File: config.mk
export PLATFORM = sky130hd
export DESIGN_NAME = sevenseg_scan
export DESIGN_NICKNAME = d
export VERILOG_FILES = /design/src/rtl/sevenseg_scan_pkg.sv /design/src/rtl/sevenseg_scan_dec.sv /design/src/rtl/sevenseg_scan.sv
export SDC_FILE = /design/constraint.sdc
export NUM_CORES = 1
export LEC_CHECK = 0
export CAP_MARGIN = 20
export CORE_AREA = 3 3 89 91
export DETAILED_ROUTE_END_ITERATION = 10
export DIE_AREA = 0 0 92 94
export PLACE_DENSITY = 0.59
export SLEW_MARGIN = 20
export SYNTH_ARGS = -nofsm -noshare
export SYNTH_HDL_FRONTEND = slang
export SYNTH_SLANG_ARGS = --single-unit
File: constraint.sdc
create_clock -name clk -period 10.3 [get_ports clk]
set_clock_uncertainty 0.05 [all_clocks]
set_input_delay 1.03 -clock clk [delete_from_list [all_inputs] [get_ports clk]]
set_output_delay 1.03 -clock clk [all_outputs]
set_load 0.01 [all_outputs]
File: src/rtl/sevenseg_scan_pkg.sv
// Shared constants and types for the four-digit seven-segment scan driver.
package sevenseg_scan_pkg;

    localparam int unsigned NUM_DIGITS = 4;

    // Pins are active-low, so "all off" means all ones
    localparam logic [7:0] SEG_OFF = 8'hFF;
    localparam logic [3:0] AN_OFF  = 4'hF;

    // Glyph used for a suppressed leading zero (segments a..g dark)
    localparam logic [6:0] GLYPH_BLANK = 7'h7F;

    // Active-low gfedcba patterns, index = nibble; lowercase b and d
    localparam logic [15:0][6:0] HEX_GLYPHS = {
        7'h0E,  // F
        7'h06,  // E
        7'h21,  // d
        7'h46,  // C
        7'h03,  // b
        7'h08,  // A
        7'h10,  // 9
        7'h00,  // 8
        7'h78,  // 7
        7'h02,  // 6
        7'h12,  // 5
        7'h19,  // 4
        7'h30,  // 3
        7'h24,  // 2
        7'h79,  // 1
        7'h40   // 0
    };

    typedef enum logic {
        StBlank,
        StDrive
    } scan_state_e;

endpackage

File: src/rtl/sevenseg_scan_dec.sv
// Combinational hex nibble to active-low seven-segment decoder.
module hex7seg_dec
    import sevenseg_scan_pkg::*;
(
    input  logic [3:0] nibble_i,
    output logic [6:0] seg_o
);

    // Table lookup; every nibble value has a glyph
    always_comb begin
        seg_o = HEX_GLYPHS[nibble_i];
    end

endmodule

File: src/rtl/sevenseg_scan.sv
// Four-digit multiplexed seven-segment scan driver with frame-coherent capture,
// per-slot blanking, leading-zero suppression and decimal points.
module sevenseg_scan
    import sevenseg_scan_pkg::*;
#(
    parameter int unsigned PRESCALE_BITS = 16,
    parameter int unsigned BLANK_CYCLES  = 1024
) (
    input  logic        clk,
    input  logic        reset,
    input  logic        enable,
    input  logic [15:0] value,
    input  logic [3:0]  dp,
    input  logic        lz_blank,
    output logic [3:0]  an,
    output logic [7:0]  seg,
    output logic        frame_tick
);

    localparam logic [PRESCALE_BITS-1:0] CntMax   = '1;
    localparam logic [PRESCALE_BITS-1:0] BlankCnt = PRESCALE_BITS'(BLANK_CYCLES);
    // With no blank interval the BLANK state is never shown on the pins
    localparam bit HasBlank = (BLANK_CYCLES != 0);

    logic [PRESCALE_BITS-1:0] cnt_q, cnt_d;
    logic [1:0]               digit_q, digit_d;
    scan_state_e              state_q, state_d;
    logic [15:0]              val_q, val_d;
    logic [3:0]               dp_q, dp_d;
    logic                     lz_q, lz_d;
    logic [3:0]               an_q, an_d;
    logic [7:0]               seg_q, seg_d;
    logic                     tick_q, tick_d;

    logic [3:0]               nibble;
    logic [6:0]               glyph;
    logic                     suppress;

    // Slot counter, digit index, blank/drive state and frame capture
    always_comb begin
        cnt_d   = cnt_q;
        digit_d = digit_q;
        state_d = state_q;
        val_d   = val_q;
        dp_d    = dp_q;
        lz_d    = lz_q;
        if (!enable) begin
            cnt_d   = '0;
            digit_d = '0;
            state_d = StBlank;
        end else begin
            // Start of digit 0 is the only point where a new frame is latched;
            // this also covers the first cycle after reset or enable rise.
            if (cnt_q == '0 && digit_q == '0) begin
                val_d = value;
                dp_d  = dp;
                lz_d  = lz_blank;
            end
            cnt_d = cnt_q + 1'b1;
            if (cnt_q == CntMax) begin
                digit_d = digit_q + 2'd1;
            end
            unique case (state_q)
                StBlank: if (!HasBlank || cnt_d >= BlankCnt) state_d = StDrive;
                StDrive: if (HasBlank && cnt_d == '0) state_d = StBlank;
                default: state_d = StBlank;
            endcase
        end
    end

    // Select the current digit's nibble from the (possibly just captured) shadow
    always_comb begin
        nibble = val_d[{digit_q, 2'b00} +: 4];
        unique case (digit_q)
            2'd3:    suppress = lz_d && (val_d[15:12] == 4'h0);
            2'd2:    suppress = lz_d && (val_d[15:8] == 8'h00);
            2'd1:    suppress = lz_d && (val_d[15:4] == 12'h000);
            default: suppress = 1'b0;
        endcase
    end

    hex7seg_dec u_dec (
        .nibble_i (nibble),
        .seg_o    (glyph)
    );

    // Registered pin values, one cycle behind the counter
    always_comb begin
        an_d   = AN_OFF;
        seg_d  = SEG_OFF;
        tick_d = 1'b0;
        if (enable && !(HasBlank && state_q == StBlank)) begin
            an_d  = ~(4'b0001 << digit_q);
            seg_d = {~dp_d[digit_q], (suppress ? GLYPH_BLANK : glyph)};
        end
        tick_d = enable && (digit_q == 2'd3) && (cnt_q == CntMax);
    end

    // State and output registers
    always_ff @(posedge clk or posedge reset) begin
        if (reset) begin
            cnt_q   <= '0;
            digit_q <= '0;
            state_q <= StBlank;
            val_q   <= 16'h0000;
            dp_q    <= 4'h0;
            lz_q    <= 1'b0;
            an_q    <= AN_OFF;
            seg_q   <= SEG_OFF;
            tick_q  <= 1'b0;
        end else begin
            cnt_q   <= cnt_d;
            digit_q <= digit_d;
            state_q <= state_d;
            val_q   <= val_d;
            dp_q    <= dp_d;
            lz_q    <= lz_d;
            an_q    <= an_d;
            seg_q   <= seg_d;
            tick_q  <= tick_d;
        end
    end

    assign an         = an_q;
    assign seg        = seg_q;
    assign frame_tick = tick_q;

endmodule

==> flow_summary_export.csv, run 1 <==
group,metric,value,unit
sta,hold_viol_final,0,
critical_path,crit_path_frequent_cell,"inv_1",
sta,relSlewSlack,54.2,%
placement,gp_congestion,0.823,
critical_path,cp.buffers_inverters,3,
sta,setup_viol,0,
global_route,grt_pass1_wl,10500,um
sta,finalCriticalPeriod,4.36,ns
synthesis,ys_top_cells_by_area,"dfrtp_1 35%, dfstp_2 11%, mux2_2 6.8%",
critical_path,cp_data_required_time,10.48,ns
critical_path,critPathTopFamily,"simple AND/OR/NAND/NOR gates",
global_route,antenna_found_initial,0,
status,outcome,"finished, final reports clean",
die,die_y,94,um
sta,finalWorstSetupSlack,5.94,ns
detailed_routing,post_drt_via_cell_ratio,5.27,
detailed_routing,wl_per_cell,14.8,um
die,start_util,41.1,%
finish,drive_above_1_share,18.0,%
pwr,power,0.491,mW
synthesis,synth_edf_count,0,
sta,fin_setup_tns,0,ns
global_route,grt.total_usage,15.2,%
synthesis,syn-cell-area,2960,sq um
critical_path,cp.arrival,4.55,ns
cts,clock_path_buffers,2,
detailed_routing,drtAntennaViolNets,0,
cts,clock-sinks,53,
cts,cts_setup_buffers,0,
critical_path,critical_path.cell_chain,"clkdlybuf4s50_1 > nor4b_2 > nand4_2 > nor2_8 > mux2_2 > mux4_2 > inv_1 > ha_1 > inv_1 > o211ai_1 > a32oi_1 > o21ai_1",
pwr,ir_drop,0.0614,mV
job,maxCapViolCount,0,
synthesis,synth_top_cell_by_area,"dfrtp_1",
pwr,p_leak,1.45,nW
cts,path_clk_slew,0.10,ns
detailed_routing,drc,0,
synthesis,avgSynthCellArea,10.6,sq um
synthesis,yosysWarningCount,0,
critical_path,endpoint_kind,"flip-flop",
synthesis,async_reset_ff_share,100,%
synthesis,ys_seq_elements,53,
die,die-area,8650,sq um
placement,hpwl,4500,um
critical_path,cp-start-kind,"primary input",
cts,clock_latency,0.31,ns
die,fp.dieW,92,um
global_route,grt_max_degree,54,
sta,period_share,42.4,%
min_path,hp-class,"reg -> reg",
finish,mostFrequentLayoutCells,"41 x dfrtp_1, 36 x clkdlybuf4s50_1, 28 x nand2_1, 24 x nor2_1, 18 x mux2_2",
cts,cts-root-buf,"clkbuf_8",
synthesis,synthCells,279,
synthesis,netlist-cell-type-count,51,
pwr,power.density,140,nW/um^2
finish,fill_cells,702,
sta,grt_setup_unrepaired,"false",
finish,mostFrequentLayoutCell,"dfrtp_1",
cts,cts_resized,0,
cts,cts_tree,"done",
detailed_routing,totalWireLength,6160,um
finish,area_delta_synth_final,18.5,%
sta,max_freq,229,MHz
die,io_pins,37,
detailed_routing,num_vias,2185,
synthesis,ys_seq_area_share,45.3,%
critical_path,critPathKind,"in -> reg",
die,rows,31,
finish,layout.nets,350,
detailed_routing,firstDrtPassIters,4,
finish,diodes,0,
sta,worst_slew_pin_slew,0.687,ns
die,coreArea,7210,sq um
cts,cts_made_buffers,5,
cts,ctsHtreeMaxLevel,2,
global_route,gr-total-overflow,0,
critical_path,cpPeakStageDelay,0.56,ns
sta,finalMaxSlewViolations,0,
critical_path,worstPathMaxFanout,27,
placement,pre_cts_slack,5.64,ns
detailed_routing,drtIter0Drc,66,
placement,portBuffers,36,
synthesis,ys.flop_type,"dfrtp_1",
critical_path,slowest_stage,"mux4_2",
global_route,grt_pass1_vias,2077,
cts,ctsHoldBuffers,0,
synthesis,syn_nets,314,
synthesis,synth_top_area_share,34.6,%
[sequential cells by signal, indices dropped and copies added (netlist names), 2 cells and up]
register  flops
digit_q       2
an            4
val_q        16
cnt_q        16
seg           8
dp_q          4
[power by group]
group	switching, mW	internal, mW
sequential	0.0135	0.231
combinational	0.0610	0.0600
clock	0.0716	0.0547
total	0.146	0.345
[cell type report]
type	instances	area (sq um)	share of cell area [%]
Inverter	16	60.1	1.71
Multi-Input combinational cell	202	1520	43.4
Clock inverter	2	13.8	0.392
Sequential cell	53	1340	38.2
Timing Repair Buffer	37	368	10.5
Clock buffer	6	82.6	2.35
Tap cell	99	124	3.53
[synthesized netlist by cell type (6+ instances only)]
library cell	n
dfrtp_1	41
nand2_1	28
nor2_1	24
mux2_2	18
inv_1	13
dfstp_2	12
o21ai_0	12
ha_1	11
nand3_1	11
xor2_1	8
nor3_1	7
and3_1	6
mux4_2	6
xnor2_1	6
[worst paths after layout]
check / startpoint / end / slack (ns) / cells after the start
worst max-delay path: enable / seg[0] / 5.94 / 12
worst min-delay path: dp_q[1] / dp_q[1] / 0.45 / 1
worst max register to register: digit_q[0] / seg[0] / 6.13 / 13
worst min register to register: dp_q[1] / dp_q[1] / 0.45 / 1
max in group asynchronous: reset / val_q[7] / 8.57 / 3
min in group asynchronous: reset / val_q[5] / 1.17 / 3
[per-stage QoR]
stage	std cells	cell area, sq um	utilization, %	hold slack, ns
floorplan	279	2960	-	0.415
global placement	407	3420	47.3	0.429
detailed placement	407	3420	47.3	0.435
CTS	415	3510	48.7	0.459
global route	415	3510	48.7	0.476
finish	415	3510	48.7	0.452
[per-layer routing]
metal  global-route usage, %  part of all wire, %  up-vias
met1                    22.5                   51     1078
met3                    2.32                  3.6        5
met5                       0                    0        -
met2                    23.4                   44       39
li1                        -                    -     1063
met4                    4.08                  1.2        0
[kinds of logic after synthesis]
| logic type | count (synthesis) | share of synthesized area [%] |
|---|---|---|
| simple gates | 97 | 17.3 |
| flops | 53 | 45.3 |
| compound gates | 48 | 10.8 |
| mux | 32 | 14.5 |
| buf+inv | 24 | 3.38 |
| xor+xnor | 14 | 4.14 |
| fa+ha+maj | 11 | 4.64 |
Note: power is estimated with default switching activity, not from simulation.
==> run 2, diff against run 1 <==
--- a/config.mk
+++ b/config.mk
@@ -9,7 +9,7 @@
 export CORE_AREA = 3 3 89 91
 export DETAILED_ROUTE_END_ITERATION = 10
 export DIE_AREA = 0 0 92 94
-export PLACE_DENSITY = 0.59
+export PLACE_DENSITY = 0.62
 export SLEW_MARGIN = 20
 export SYNTH_ARGS = -nofsm -noshare
 export SYNTH_HDL_FRONTEND = slang
==> constraint.sdc (replaced) <==
create_clock -name clk -period 3.6 [get_ports clk]
set_clock_uncertainty 0.05 [all_clocks]
set_input_delay 0.36 -clock clk [delete_from_list [all_inputs] [get_ports clk]]
set_output_delay 0.36 -clock clk [all_outputs]
set_load 0.01 [all_outputs]
==> run 2 against run 1 <==
  * Clock power grew to 2.6 times the previous value
  * Register-to-register slack lost 5.8 ns
  * Flip-flop and latch count is the same
  * Clock-buffer cell count grew 1
  * Wire length grew 2.2%
  * Critical path depth grew 1
  * Final area grew 2.2%
  * Via count grew 0.96%
  * Sequential share of layout area shrank 0.84 points
  * Global-route usage grew 0.25 points
  * Non-clock buffer count grew 11
  * Critical path type is now reg -> reg
  * Critical endpoint unchanged
==> flow_summary_export.csv, run 2 (synthesis gave the netlist of run 1 again) <==
group,metric,value,unit
sta,setup_viol,0,
critical_path,worstPathMaxFanout,6,
die,coreArea,7210,sq um
critical_path,critical_path.cell_chain,"inv_1 > ha_1 > nor4bb_4 > nand4_4 > nor2_8 > mux2_2 > mux4_2 > inv_1 > ha_1 > inv_1 > o211ai_1 > a32oi_1 > o21ai_1",
cts,clock_path_buffers,2,
sta,max_freq,301,MHz
sta,period_share,92.2,%
finish,area_delta_synth_final,21.1,%
cts,cts_made_buffers,5,
sta,whs,0.443,ns
die,rows,31,
critical_path,cp.arrival,3.50,ns
critical_path,endpoint_kind,"flip-flop",
detailed_routing,firstDrtPassIters,4,
cts,cts-root-buf,"clkbuf_8",
detailed_routing,drtIter0Drc,64,
die,fp.dieW,92,um
placement,hpwl,4790,um
detailed_routing,post_drt_via_cell_ratio,5.18,
global_route,grt_pass1_wl,10700,um
finish,layout.nets,361,
detailed_routing,num_vias,2206,
finish,mostFrequentLayoutCells,"41 x dfrtp_1, 36 x clkdlybuf4s50_1, 28 x nand2_1, 24 x nor2_1, 18 x mux2_2",
global_route,grt_max_degree,36,
sta,relSlewSlack,52.6,%
detailed_routing,drtAntennaViolNets,0,
critical_path,critPathTopFamily,"multiplexers",
finish,multiInputGateArea,1530,sq um
finish,seq_area,1340,sq um
pwr,power.density,387,nW/um^2
cts,clock_latency,0.30,ns
status,outcome,"finished, final reports clean",
cts,ctsHtreeMaxLevel,2,
placement,pre_cts_slack,0.0822,ns
detailed_routing,totalWireLength,6300,um
detailed_routing,wl_per_cell,14.8,um
finish,fin_area,3590,sq um
job,maxCapViolCount,0,
critical_path,crit_path_frequent_cell,"inv_1",
finish,mostFrequentLayoutCell,"dfrtp_1",
global_route,grt_pass1_vias,2138,
sta,hold_viol_final,0,
sta,fin_setup_tns,0,ns
global_route,grt.total_usage,15.5,%
die,io_pins,37,
finish,diodes,0,
critical_path,cp_data_required_time,3.78,ns
sta,finalWorstSetupSlack,0.281,ns
sta,finalMaxSlewViolations,0,
die,die_y,94,um
placement,dpl-instance-area,3500,sq um
placement,portBuffers,36,
placement,gp_congestion,0.836,
sta,worst_slew_pin_slew,0.711,ns
cts,path_clk_slew,0.09,ns
detailed_routing,drc,0,
min_path,hp-class,"in -> async",
die,die-area,8650,sq um
cts,ctsHoldBuffers,0,
pwr,ir_drop,0.237,mV
global_route,gr-total-overflow,0,
critical_path,cpPeakStageDelay,0.56,ns
pwr,p_leak,1.49,nW
critical_path,slowest_stage,"mux4_2",
critical_path,cp.buffers_inverters,3,
cts,cts_tree,"done",
global_route,antenna_found_initial,0,
cts,clock-sinks,53,
critical_path,cp-start-kind,"flip-flop",
die,start_util,41.1,%
critical_path,critPathKind,"reg -> reg",
finish,fill_cells,702,
sta,grt_setup_unrepaired,"false",
sta,finalCriticalPeriod,3.32,ns
finish,drive_above_1_share,20.2,%
==> run 2: cell count changes in the layout (fill, tap and decap cells not counted) <==
| cell | delta |
|---|---|
| buf_4 | +11 |
| clkbuf_1 | +2 |
| clkbuf_8 | -1 |
| clkinv_2 | -1 |
| clkinv_4 | -1 |
| clkinvlp_4 | +1 |
| nand4_2 | -1 |
| nand4_4 | +1 |
==> run 2: path summary, 6_finish.rpt <==
path	start	endpoint	slack, ns	cells after the start
hold / removal	reset	frame_tick	0.44	2
max in group asynchronous	reset	seg[7]	2.28	3
setup / recovery	cnt_q[0]	seg[0]	0.28	13
setup reg to reg	cnt_q[0]	seg[0]	0.28	13
hold reg to reg	val_q[1]	val_q[1]	0.45	1
min in group clk	val_q[1]	val_q[1]	0.45	1
==> run 2: per-stage QoR <==
stage / std cells / utilization [%] / total power, mW
2_1_floorplan: 279 / - / 0.961
3_3_place_gp: 418 / 48.5 / 1.07
3_5_place_dp: 418 / 48.5 / 1.07
4_1_cts: 426 / 49.7 / 1.41
5_1_grt: 426 / 49.8 / 1.48
6_report: 426 / 49.8 / 1.39
==> run 2: area by class of cell <==
| type | instances | area share, % |
|---|---|---|
| repair buffers | 48 | 12.5 |
| multi-input cells | 202 | 42.6 |
| well taps | 99 | 3.45 |
| clock inverters | 1 | 0.209 |
| inverters | 16 | 1.67 |
| flip-flops and latches | 53 | 37.4 |
| clock buffers | 7 | 2.13 |
==> run 2: repair_timing <==
action,4_1_cts,5_1_grt
setup endpoints to repair,0,1
setup buffers,0,0
hold endpoints to repair,0,0
resized for setup,0,1
==> run 2: power by group <==
part	switching, mW	internal [mW]	total (mW)	leakage (nW)
Sequential	0.0400	0.660	0.700	0.651
Combinational	0.178	0.185	0.363	0.803
Clock	0.188	0.138	0.326	0.0385
Total	0.406	0.982	1.39	1.49
==> run 2: routing by layer <==
metal	global-route usage, %	vias up	part of all wire, %
li1	-	1089	-
met1	22.9	1064	50
met2	23.4	49	45
met3	2.56	4	4.4
met4	4.46	0	0.70
met5	0	-	0
